`config.mk`:
```
export PLATFORM = sky130hd
export DESIGN_NAME = trace_capture_fifo_flat
export DESIGN_NICKNAME = d
export VERILOG_FILES = /design/src/rtl/trace_capture_fifo_if.sv /design/src/rtl/trace_capture_fifo.sv /design/src/flat_wrapper.sv
export SDC_FILE = /design/constraint.sdc
export NUM_CORES = 2
export LEC_CHECK = 0
export CORE_ASPECT_RATIO = 0.8
export CORE_MARGIN = 2
export CORE_UTILIZATION = 50
export CTS_CLUSTER_DIAMETER = 200
export DETAILED_ROUTE_END_ITERATION = 6
export PLACE_DENSITY_LB_ADDON = 0.05
export SYNTH_ARGS = -nofsm -noshare
export SYNTH_HDL_FRONTEND = slang
export SYNTH_SLANG_ARGS = --single-unit
```
`constraint.sdc`:
```
create_clock -name clk -period 17.4 [get_ports clk]
set_input_delay 1.74 -clock clk [delete_from_list [all_inputs] [get_ports clk]]
set_output_delay 1.74 -clock clk [all_outputs]
set_load 0.005 [all_outputs]
```
`src/rtl/trace_capture_fifo_if.sv`:
```
// Trace capture bus: core-side event inputs plus the drain stream.
// master = event source / stream consumer, slave = trace_capture_fifo.
interface trace_capture_fifo_if #(
   parameter int unsigned DATA_W  = 32,
   parameter int unsigned ADDR_W  = 9,
   parameter int unsigned STAMP_W = 16
);
   logic               reg_write_sig;
   logic [4:0]         reg_num;
   logic [DATA_W-1:0]  reg_data;
   logic               wr;
   logic               rd;
   logic [ADDR_W-1:0]  addr;
   logic [DATA_W-1:0]  wr_data;
   logic [DATA_W-1:0]  rd_data;
   logic               out_valid;
   logic               out_ready;
   logic [1:0]         out_kind;
   logic [ADDR_W-1:0]  out_addr;
   logic [DATA_W-1:0]  out_data;
   logic [STAMP_W-1:0] out_stamp;

   modport master (
      output reg_write_sig, reg_num, reg_data, wr, rd, addr, wr_data, rd_data, out_ready,
      input  out_valid, out_kind, out_addr, out_data, out_stamp
   );

   modport slave (
      input  reg_write_sig, reg_num, reg_data, wr, rd, addr, wr_data, rd_data, out_ready,
      output out_valid, out_kind, out_addr, out_data, out_stamp
   );
endinterface

```
`src/rtl/trace_capture_fifo.sv`:
```
// Timestamped capture FIFO for core writeback / data-memory events, drained
// over a valid/ready stream. Up to two pushes per cycle (reg event, then mem
// event). Head outputs are registered and read zero while empty.
// Optional macro TRACE_RD_CAPTURE_EN: capture mem-read events and flag wr+rd.
module trace_capture_fifo #(
   parameter int unsigned DATA_W  = 32,
   parameter int unsigned ADDR_W  = 9,
   parameter int unsigned DEPTH   = 16,
   parameter int unsigned STAMP_W = 16
) (
   input  logic                     clk,
   input  logic                     reset,
   input  logic                     trace_en,
   input  logic                     clear,
   trace_capture_fifo_if.slave      bus,
   output logic [$clog2(DEPTH):0]   level,
   output logic                     overflow,
   output logic [7:0]               drop_count,
   output logic                     proto_err
);
   localparam int unsigned PTR_W = $clog2(DEPTH);
   localparam int unsigned LVL_W = PTR_W + 1;
   localparam logic [1:0]  KIND_REG = 2'b00;
   localparam logic [1:0]  KIND_WR  = 2'b01;
   localparam logic [1:0]  KIND_RD  = 2'b10;

   typedef struct packed {
      logic [1:0]         kind;
      logic [ADDR_W-1:0]  addr;
      logic [DATA_W-1:0]  data;
      logic [STAMP_W-1:0] stamp;
   } entry_t;

   entry_t             mem_q [DEPTH];
   entry_t             head_q, head_d;
   logic               valid_q, valid_d;
   logic [STAMP_W-1:0] stamp_q;
   logic [LVL_W-1:0]   level_q, level_d;
   logic [PTR_W-1:0]   wr_ptr_q, wr_ptr_d, rd_ptr_q, rd_ptr_d, wr_ptr_p1;
   logic               ovf_q, ovf_d, perr_q, perr_d;
   logic [7:0]         drop_q, drop_d;

   logic               rd_en;
   logic               reg_ev, wr_ev, rd_ev, mem_ev;
   entry_t             push0, push1;
   logic [1:0]         n_ev, n_push, n_drop;
   logic               do0, do1, pop;
   logic [LVL_W-1:0]   free;
   logic [8:0]         drop_sum;

`ifdef TRACE_RD_CAPTURE_EN
   assign rd_en = bus.rd;
`else
   logic unused_rd;
   assign rd_en     = 1'b0;
   assign unused_rd = bus.rd;
`endif

   // Event extraction, space check, pointer/level/flag next-state, next head
   always_comb begin
      reg_ev    = trace_en & bus.reg_write_sig & (bus.reg_num != 5'd0);
      wr_ev     = trace_en & bus.wr;
      rd_ev     = trace_en & rd_en & ~bus.wr;
      mem_ev    = wr_ev | rd_ev;

      push1.kind  = wr_ev ? KIND_WR : KIND_RD;
      push1.addr  = bus.addr;
      push1.data  = wr_ev ? bus.wr_data : bus.rd_data;
      push1.stamp = stamp_q;

      push0.kind  = KIND_REG;
      push0.addr  = ADDR_W'(bus.reg_num);
      push0.data  = bus.reg_data;
      push0.stamp = stamp_q;
      if (!reg_ev) push0 = push1;

      // space is judged on the start-of-cycle level; a same-cycle pop frees nothing
      n_ev      = {1'b0, reg_ev} + {1'b0, mem_ev};
      free      = LVL_W'(DEPTH) - level_q;
      do0       = (n_ev != 2'd0) && (free != LVL_W'(0));
      do1       = (n_ev == 2'd2) && (free >= LVL_W'(2));
      n_push    = {1'b0, do0} + {1'b0, do1};
      n_drop    = n_ev - n_push;
      pop       = valid_q & bus.out_ready;

      level_d   = level_q + LVL_W'(n_push) - LVL_W'(pop);
      wr_ptr_p1 = wr_ptr_q + PTR_W'(1);
      wr_ptr_d  = wr_ptr_q + PTR_W'(n_push);
      rd_ptr_d  = rd_ptr_q + PTR_W'(pop);

      drop_sum  = 9'(drop_q) + 9'(n_drop);
      drop_d    = drop_sum[8] ? 8'hFF : drop_sum[7:0];
      ovf_d     = ovf_q | (n_drop != 2'd0);
      perr_d    = perr_q | (trace_en & bus.wr & rd_en);

      // next head: a slot pushed this cycle is not yet in mem_q
      valid_d   = (level_d != LVL_W'(0));
      head_d    = mem_q[rd_ptr_d];
      if (do0 && (rd_ptr_d == wr_ptr_q))  head_d = push0;
      if (do1 && (rd_ptr_d == wr_ptr_p1)) head_d = push1;
      if (!valid_d)                       head_d = '0;
   end

   // Control/status registers; reset beats clear, clear beats push/pop
   always_ff @(posedge clk) begin
      if (!reset) begin
         stamp_q  <= '0;
         level_q  <= '0;
         wr_ptr_q <= '0;
         rd_ptr_q <= '0;
         ovf_q    <= 1'b0;
         perr_q   <= 1'b0;
         drop_q   <= '0;
         valid_q  <= 1'b0;
         head_q   <= '0;
      end else begin
         stamp_q <= stamp_q + STAMP_W'(1);
         if (clear) begin
            level_q  <= '0;
            wr_ptr_q <= '0;
            rd_ptr_q <= '0;
            ovf_q    <= 1'b0;
            perr_q   <= 1'b0;
            drop_q   <= '0;
            valid_q  <= 1'b0;
            head_q   <= '0;
         end else begin
            level_q  <= level_d;
            wr_ptr_q <= wr_ptr_d;
            rd_ptr_q <= rd_ptr_d;
            ovf_q    <= ovf_d;
            perr_q   <= perr_d;
            drop_q   <= drop_d;
            valid_q  <= valid_d;
            head_q   <= head_d;
         end
      end
   end

   // Entry storage writes
   always_ff @(posedge clk) begin
      if (reset && !clear) begin
         if (do0) mem_q[wr_ptr_q]  <= push0;
         if (do1) mem_q[wr_ptr_p1] <= push1;
      end
   end

   assign bus.out_valid = valid_q;
   assign bus.out_kind  = head_q.kind;
   assign bus.out_addr  = head_q.addr;
   assign bus.out_data  = head_q.data;
   assign bus.out_stamp = head_q.stamp;
   assign level         = level_q;
   assign overflow      = ovf_q;
   assign drop_count    = drop_q;
   assign proto_err     = perr_q;
endmodule

```
`src/flat_wrapper.sv`:
```
// flat-port wrapper written by rule: the top's interface ports become plain ports
module trace_capture_fifo_flat 
#(
   parameter int unsigned DATA_W  = 32,
   parameter int unsigned ADDR_W  = 9,
   parameter int unsigned DEPTH   = 16,
   parameter int unsigned STAMP_W = 16
)
  (clk, reset, trace_en, clear, level, overflow, drop_count, proto_err, bus_reg_write_sig, bus_reg_num, bus_reg_data, bus_wr, bus_rd, bus_addr, bus_wr_data, bus_rd_data, bus_out_ready, bus_out_valid, bus_out_kind, bus_out_addr, bus_out_data, bus_out_stamp);
  trace_capture_fifo_if #(.DATA_W(DATA_W), .ADDR_W(ADDR_W), .STAMP_W(STAMP_W)) bus_i ();
  input  logic clk;
  input  logic reset;
  input  logic trace_en;
  input  logic clear;
  output logic [$clog2(DEPTH):0] level;
  output logic overflow;
  output logic [7:0] drop_count;
  output logic proto_err;
  input wire logic [$bits(bus_i.reg_write_sig)-1:0] bus_reg_write_sig;
  input wire logic [$bits(bus_i.reg_num)-1:0] bus_reg_num;
  input wire logic [$bits(bus_i.reg_data)-1:0] bus_reg_data;
  input wire logic [$bits(bus_i.wr)-1:0] bus_wr;
  input wire logic [$bits(bus_i.rd)-1:0] bus_rd;
  input wire logic [$bits(bus_i.addr)-1:0] bus_addr;
  input wire logic [$bits(bus_i.wr_data)-1:0] bus_wr_data;
  input wire logic [$bits(bus_i.rd_data)-1:0] bus_rd_data;
  input wire logic [$bits(bus_i.out_ready)-1:0] bus_out_ready;
  output wire logic [$bits(bus_i.out_valid)-1:0] bus_out_valid;
  output wire logic [$bits(bus_i.out_kind)-1:0] bus_out_kind;
  output wire logic [$bits(bus_i.out_addr)-1:0] bus_out_addr;
  output wire logic [$bits(bus_i.out_data)-1:0] bus_out_data;
  output wire logic [$bits(bus_i.out_stamp)-1:0] bus_out_stamp;
  assign bus_i.reg_write_sig = bus_reg_write_sig;
  assign bus_i.reg_num = bus_reg_num;
  assign bus_i.reg_data = bus_reg_data;
  assign bus_i.wr = bus_wr;
  assign bus_i.rd = bus_rd;
  assign bus_i.addr = bus_addr;
  assign bus_i.wr_data = bus_wr_data;
  assign bus_i.rd_data = bus_rd_data;
  assign bus_i.out_ready = bus_out_ready;
  assign bus_out_valid = bus_i.out_valid;
  assign bus_out_kind = bus_i.out_kind;
  assign bus_out_addr = bus_i.out_addr;
  assign bus_out_data = bus_i.out_data;
  assign bus_out_stamp = bus_i.out_stamp;
  trace_capture_fifo #(.DATA_W(DATA_W), .ADDR_W(ADDR_W), .DEPTH(DEPTH), .STAMP_W(STAMP_W)) u_core (.clk(clk), .reset(reset), .trace_en(trace_en), .clear(clear), .bus(bus_i), .level(level), .overflow(overflow), .drop_count(drop_count), .proto_err(proto_err));
endmodule
```
After elaboration in Yosys (flattened, before gate mapping)
Memory sizes are Yosys's and may differ from the RTL's. A register that Yosys moved wholly into a read port is not among the register bits.
Cells that the tools add are included.
{ "word_totals": {"n_memories": 1, "ff_bits": 39, "mem_bits_rw": 944, "word_cells": 49, "in_bits": 118} }
{ "op_classes": {"bitwise_logic": 7, "n_reduce_logical": 11, "n_mux": 10, "addsub": 11, "order_cmp": 1, "n_eq_ne": 1} }
{ "mem_list": {"columns": ["memory", "words", "word_bits", "rd", "rd_clocked_by_memory_dff", "write_ports", "line", "source"], "rows": [
  ["u_core.mem_q", 16, 59, 1, 1, 2, "trace_capture_fifo.sv:34", "entry_t mem_q [DEPTH];"]
]} }
{ "op_table": {"columns": ["operator", "n"], "rows": [
  ["$mux 59", 1],
  ["$mux 32", 1],
  ["$add 16x1->16 const B", 1],
  ["$reduce_bool 5->1", 3],
  ["$add 8x2->9", 1],
  ["$mux 8", 1],
  ["$mux 1", 6],
  ["$add 5x2->5", 1],
  ["$ge 5x2->1 const B", 1],
  ["$sub 5x1->5", 1],
  ["$sub 5x5->5 const A", 1],
  ["$add 1x1->2", 2],
  ["$add 4x1->4", 1],
  ["$add 4x1->4 const B", 1],
  ["$add 4x2->4", 1],
  ["$and 1x1->1", 4],
  ["$reduce_bool 2->1", 2],
  ["$logic_and 1x1->1", 3],
  ["$reduce_or 3->1", 1],
  ["$eq 2x2->1 const B", 1],
  ["$mux 2", 1],
  ["$not 1->1", 2],
  ["$reduce_or 2->1", 1],
  ["$sub 2x2->2", 1],
  ["2 further kinds", 2]
]} }

Logic depth before layout (Yosys ltp)
{ "logic_depth": {"depth_word": 11, "ltp_mapped": 26, "mapped_depth_nobuf": 19} }

Worst setup path after synthesis
No wires, ideal clock.
{ "synth_timing": {"kind": "input to register", "start": "input trace_en", "end": "memory u_core.mem_q[15][0] in the netlist's numbering, enable pin", "slack_ns": 9.123, "path_stages": 9, "arrival_ns": 7.714, "cell_sequence": "nand2_1 -> clkbuf_1 -> clkbuf_1 -> clkbuf_1 -> ha_1 -> clkbuf_1 -> o31ai_2 -> nand2_1 -> o31ai_1"} }
{ "synth_rtl": {"columns": ["element", "line", "source"], "rows": [
  ["start, declared", "flat_wrapper.sv:13", "input logic trace_en;"],
  ["end, declared", "trace_capture_fifo.sv:34", null]
]} }

Final worst setup path
{ "layout_timing": {"start": "input bus_reg_num[0]", "end": "register u_core.head_q (netlist bit u_core.bus.out_stamp[4])"} }
{ "layout_via": {"elab_chain_len": 11, "word_cells_on_any_way": 13} }
{ "layout_lines": {"columns": ["element", "line", "source"], "rows": [
  ["start, declared", "flat_wrapper.sv:20", "input wire logic [$bits(bus_i.reg_num)-1:0] bus_reg_num;"],
  ["$reduce_bool 5->1 *", "trace_capture_fifo.sv:61", "reg_ev = trace_en & bus.reg_write_sig & (bus.reg_num != 5'd0);"],
  ["$and 1x1->1 *", "trace_capture_fifo.sv:61", null],
  ["$add 1x1->2 *", "trace_capture_fifo.sv:78", "n_ev = {1'b0, reg_ev} + {1'b0, mem_ev};"],
  ["$eq 2x2->1 or $reduce_bool 2->1 (tied branches)", "trace_capture_fifo.sv:81, trace_capture_fifo.sv:80", null],
  ["$logic_and 1x1->1 (on tied branches)", "trace_capture_fifo.sv:81, trace_capture_fifo.sv:80", null],
  ["$add 1x1->2 *", "trace_capture_fifo.sv:82", "n_push = {1'b0, do0} + {1'b0, do1};"],
  ["$add 5x2->5 *", "trace_capture_fifo.sv:86", "level_d = level_q + LVL_W'(n_push) - LVL_W'(pop);"],
  ["$sub 5x1->5 *", "trace_capture_fifo.sv:86", null],
  ["$reduce_bool 5->1 *", "trace_capture_fifo.sv:97", "valid_d = (level_d != LVL_W'(0));"],
  ["$not 1->1 (no line) *", null, null],
  ["$reduce_or 3->1 (no line) *", null, null],
  ["end signal, assigned", "trace_capture_fifo.sv:115", "head_q <= '0;"],
  ["end signal, assigned", "trace_capture_fifo.sv:126", "head_q <= '0;"],
  ["end signal, assigned", "trace_capture_fifo.sv:135", "head_q <= head_d;"],
  ["end, declared", "trace_capture_fifo.sv:35", "entry_t head_q, head_d;"]
]} }
Every way passes the cells marked *; elsewhere a longest branch is shown, timed or not.
A chain may end at the register's enable or synchronous reset.

==> flow_summary.yaml <==
pwr:
  leakagePower_nw: 16.98
  power_frac_comb: 0.180
  p_int_mw: 4.721
  netSwitchingPower_mw: 1.674
  clkPwrFrac: 0.365
  power.density_nw_per_um2: 117.6
  seq_power_share: 0.454
  sw_frac_of_total: 0.2618
  power.ir.vdd_worst_uv: 86.12
floorplan:
  die_area_um2: 99260
  die_w_um: 351.7
  die_y_um: 282.2
  fp-row-count: 102
  ioPinCount: 193
  initial_utilization: 0.5020
  core_area_um2: 96350
synthesis:
  synth_ff_type: "edfxtp_1"
  synth_edf_count: 944
  async_flop_share: 0
  synth.ff_latch_count: 1042
  synthMostInstantiatedCell: "edfxtp_1"
  synth_area_leader_cell: "edfxtp_1"
  yosys-top-cells-area: "edfxtp_1 (59%), mux4_2 (11%), nand2_1 (5.1%)"
  synthCells: 3672
  synth_commonest_cells: "edfxtp_1 (944), nand2_1 (658), o21ai_0 (485)"
  synthesis.area_um2: 48370
  syn_avg_cell_area_um2: 13.17
  synth_nets: 3820
  yosysSeqAreaShare: 0.6266
  synth.distinct_cells: 66
  synth_top_area_frac: 0.5860
  yosysWarnings: 0
clocking:
  cts_setup_buffers: 0
  h-tree-depth: 3
  clkTransAtPathRegs_ns: 0.06
  cts_tree: "done"
  cts_hold_buffers: 0
  cts_resized: 0
  cts_made_buffers: 107
  clockBufferDepth: 3
  clock_sinks: 1042
  cts-root-buf: "clkbuf_16"
  clk_latency_ns: 0.70
placed_design:
  placed_cell_area_um2: 50800
  dpl.hpwl_um: 72320
  port_buffers: 190
  place.gp.congestion: 0.7705
timing:
  skew_ns: 0.01789
  fmax_ghz: 0.1202
  grt_setup_unrepaired: "no"
  min_period_ns: 8.316
  fin_crit_sh: 0.4780
  final-setup-viol-count: 0
  max_slew_margin: 0.1216
  tns_ns: 0
  tightest_slew_ns: 1.281
  hold_viol_final: 0
  slew_violations: 0
min_path:
  holdCritPathClass: "reg -> reg"
route:
  num_vias: 31960
  dr_wl_met2_um: 68310
  wl_per_cell_um: 28.54
  drt_iter0_markers: 3690
  drt_wl_total_um: 144700
  drt-met1-wl_um: 59370
  ant_nets: 0
  viasPerCell: 6.306
  top_layer: "met5"
  firstDrtPassIters: 6
  routed-wl-met3_um: 13040
  drc: 0
worst_setup_path:
  cp.required_ns: 17.99
  crit_path_end_kind: "flip-flop"
  crit_path_max_fanout: 59
  cp.arrival_ns: 8.90
  setup.worst_path.class: "in -> reg"
  cp-start-kind: "primary input"
cells_and_area:
  final_area_um2: 54370
  drive_gt1_frac: 0.1518
  area_delta_synth_final_pct: 12.40
  diodes: 0
  fill_cells: 7723
  nNetsFinal: 3823
global_routing:
  grt_pass1_wl_um: 208100
  antenna_found_initial: 2
  grt_max_degree: 109
  grt_pass1_vias: 31370
  track_usage: 0.2908
  overflow: 0
flow_run:
  drv_cap: 0
run_status:
  status: "complete, no violations"
flip-flops by register name, summed over array words and instances (netlist names):
register              flops
u_core.bus.out_addr       9
u_core.bus.out_data      32
u_core.bus.out_kind       2
u_core.bus.out_stamp     16
u_core.bus.out_valid      1
u_core.drop_count         8
u_core.level              5
u_core.mem_q            944
u_core.overflow           1
u_core.rd_ptr_q           4
u_core.stamp_q           16
u_core.wr_ptr_q           4
critical path, cell delays in order:
cell             delay, ns
clkdlybuf4s50_1       0.44
or4_1                 0.58
o211ai_4              0.18
buf_4                 0.52
inv_1                 0.59
ha_1                  0.48
o21ai_4               0.46
inv_1                 0.14
ha_1                  0.38
ha_1                  0.24
fa_1                  0.47
a21oi_1               0.14
o21bai_1              0.09
xnor2_1               0.15
nand3_1               0.09
nand2_1               0.32
clkinv_2              0.50
buf_4                 0.82
o21ai_0               0.24
o21ai_0               0.23
path summary, 6_finish.rpt:
| check | startpoint | to | slack (ns) | cells past startpoint |
|---|---|---|---|---|
| setup / recovery | bus_reg_num[0] | u_core.bus.out_stamp[4] | 9.08 | 20 |
| hold / removal | u_core.overflow | u_core.overflow | 0.48 | 1 |
| hold reg to reg | u_core.overflow | u_core.overflow | 0.48 | 1 |
| setup reg to reg | u_core.level[1] | u_core.bus.out_stamp[4] | 11.21 | 18 |
power groups by stage:
| stage | Combinational, mW | Sequential (mW) | Clock, mW |
|---|---|---|---|
| 2_1_floorplan | 0.740 | 2.94 | 0 |
| 3_3_place_gp | 1.13 | 2.96 | 0 |
| 3_5_place_dp | 1.16 | 2.96 | 0 |
| 4_1_cts | 1.16 | 2.91 | 2.36 |
| 5_1_grt | 1.25 | 2.91 | 2.45 |
| 6_report | 1.15 | 2.90 | 2.34 |
layer usage:
| metal | global-route usage | vias to the layer above |
|---|---|---|
| met5 | 0 | - |
| met4 | 0.08810 | 2 |
| met3 | 0.04537 | 274 |
| met2 | 0.4674 | 1652 |
| met1 | 0.4118 | 16190 |
| li1 | - | 13840 |
metrics by stage:
step	power (mW)	std cells	hold slack [ns]	util	setup WS [ns]
6_report	6.395	5068	0.4787	0.5642	9.084
5_1_grt	6.611	5068	0.5185	0.5642	8.758
4_1_cts	6.427	5068	0.4816	0.5642	9.151
3_5_place_dp	4.114	4866	0.4674	0.5272	8.451
3_3_place_gp	4.086	4866	0.4679	0.5272	8.611
2_1_floorplan	3.682	3672	0.4724	-	9.123
layout make-up:
class | instances | area (µm²) | share of cell area
sequential | 1042 | 30310 | 0.5575
multi-input combinational | 2249 | 16370 | 0.3011
clock buffer | 159 | 3094 | 0.05691
timing repair buffer | 254 | 2407 | 0.04428
tap | 1300 | 1627 | 0.02992
clock inverter | 43 | 476.7 | 0.008768
inverter | 21 | 80.08 | 0.001473
logic make-up after synthesis:
logic type               count (synthesis)  synth area share
XOR/XNOR                                36          0.006674
other                                    1        0.00007753
AND/OR/NAND/NOR                        919           0.07900
buffers and inverters                  381           0.04113
flip-flops                            1042            0.6266
multiplexers                           272            0.1176
AO/OA/AOI/OAI                          991            0.1206
adder cells (fa/ha/maj)                 30          0.008226
layout by cell type (no fill, tap or decap), types with 8 or more instances in the layout:
cell               n
xnor2_1           25
a21oi_1          145
clkinv_2          21
clkdlybuf4s50_1  190
ha_1              25
and2_1            18
edfxtp_1         944
nor3_1             8
mux2i_1           32
a22o_1            44
o21ai_2           12
a22oi_1           74
o21ai_0          485
mux4_2           236
o21ai_1          105
xor2_1            10
nand3_1           13
a21boi_0          35
nor2_1           124
dfxtp_1           98
buf_4             62
nor2b_1           35
nor3_4            10
or3_1             13
nand2_1          652
clkbuf_8          20
o221a_2           34
inv_1             19
o211ai_1          16
a21o_4            11
clkbuf_1          31
clkbuf_16        108
No activity file was read; power rests on OpenSTA's default activity.
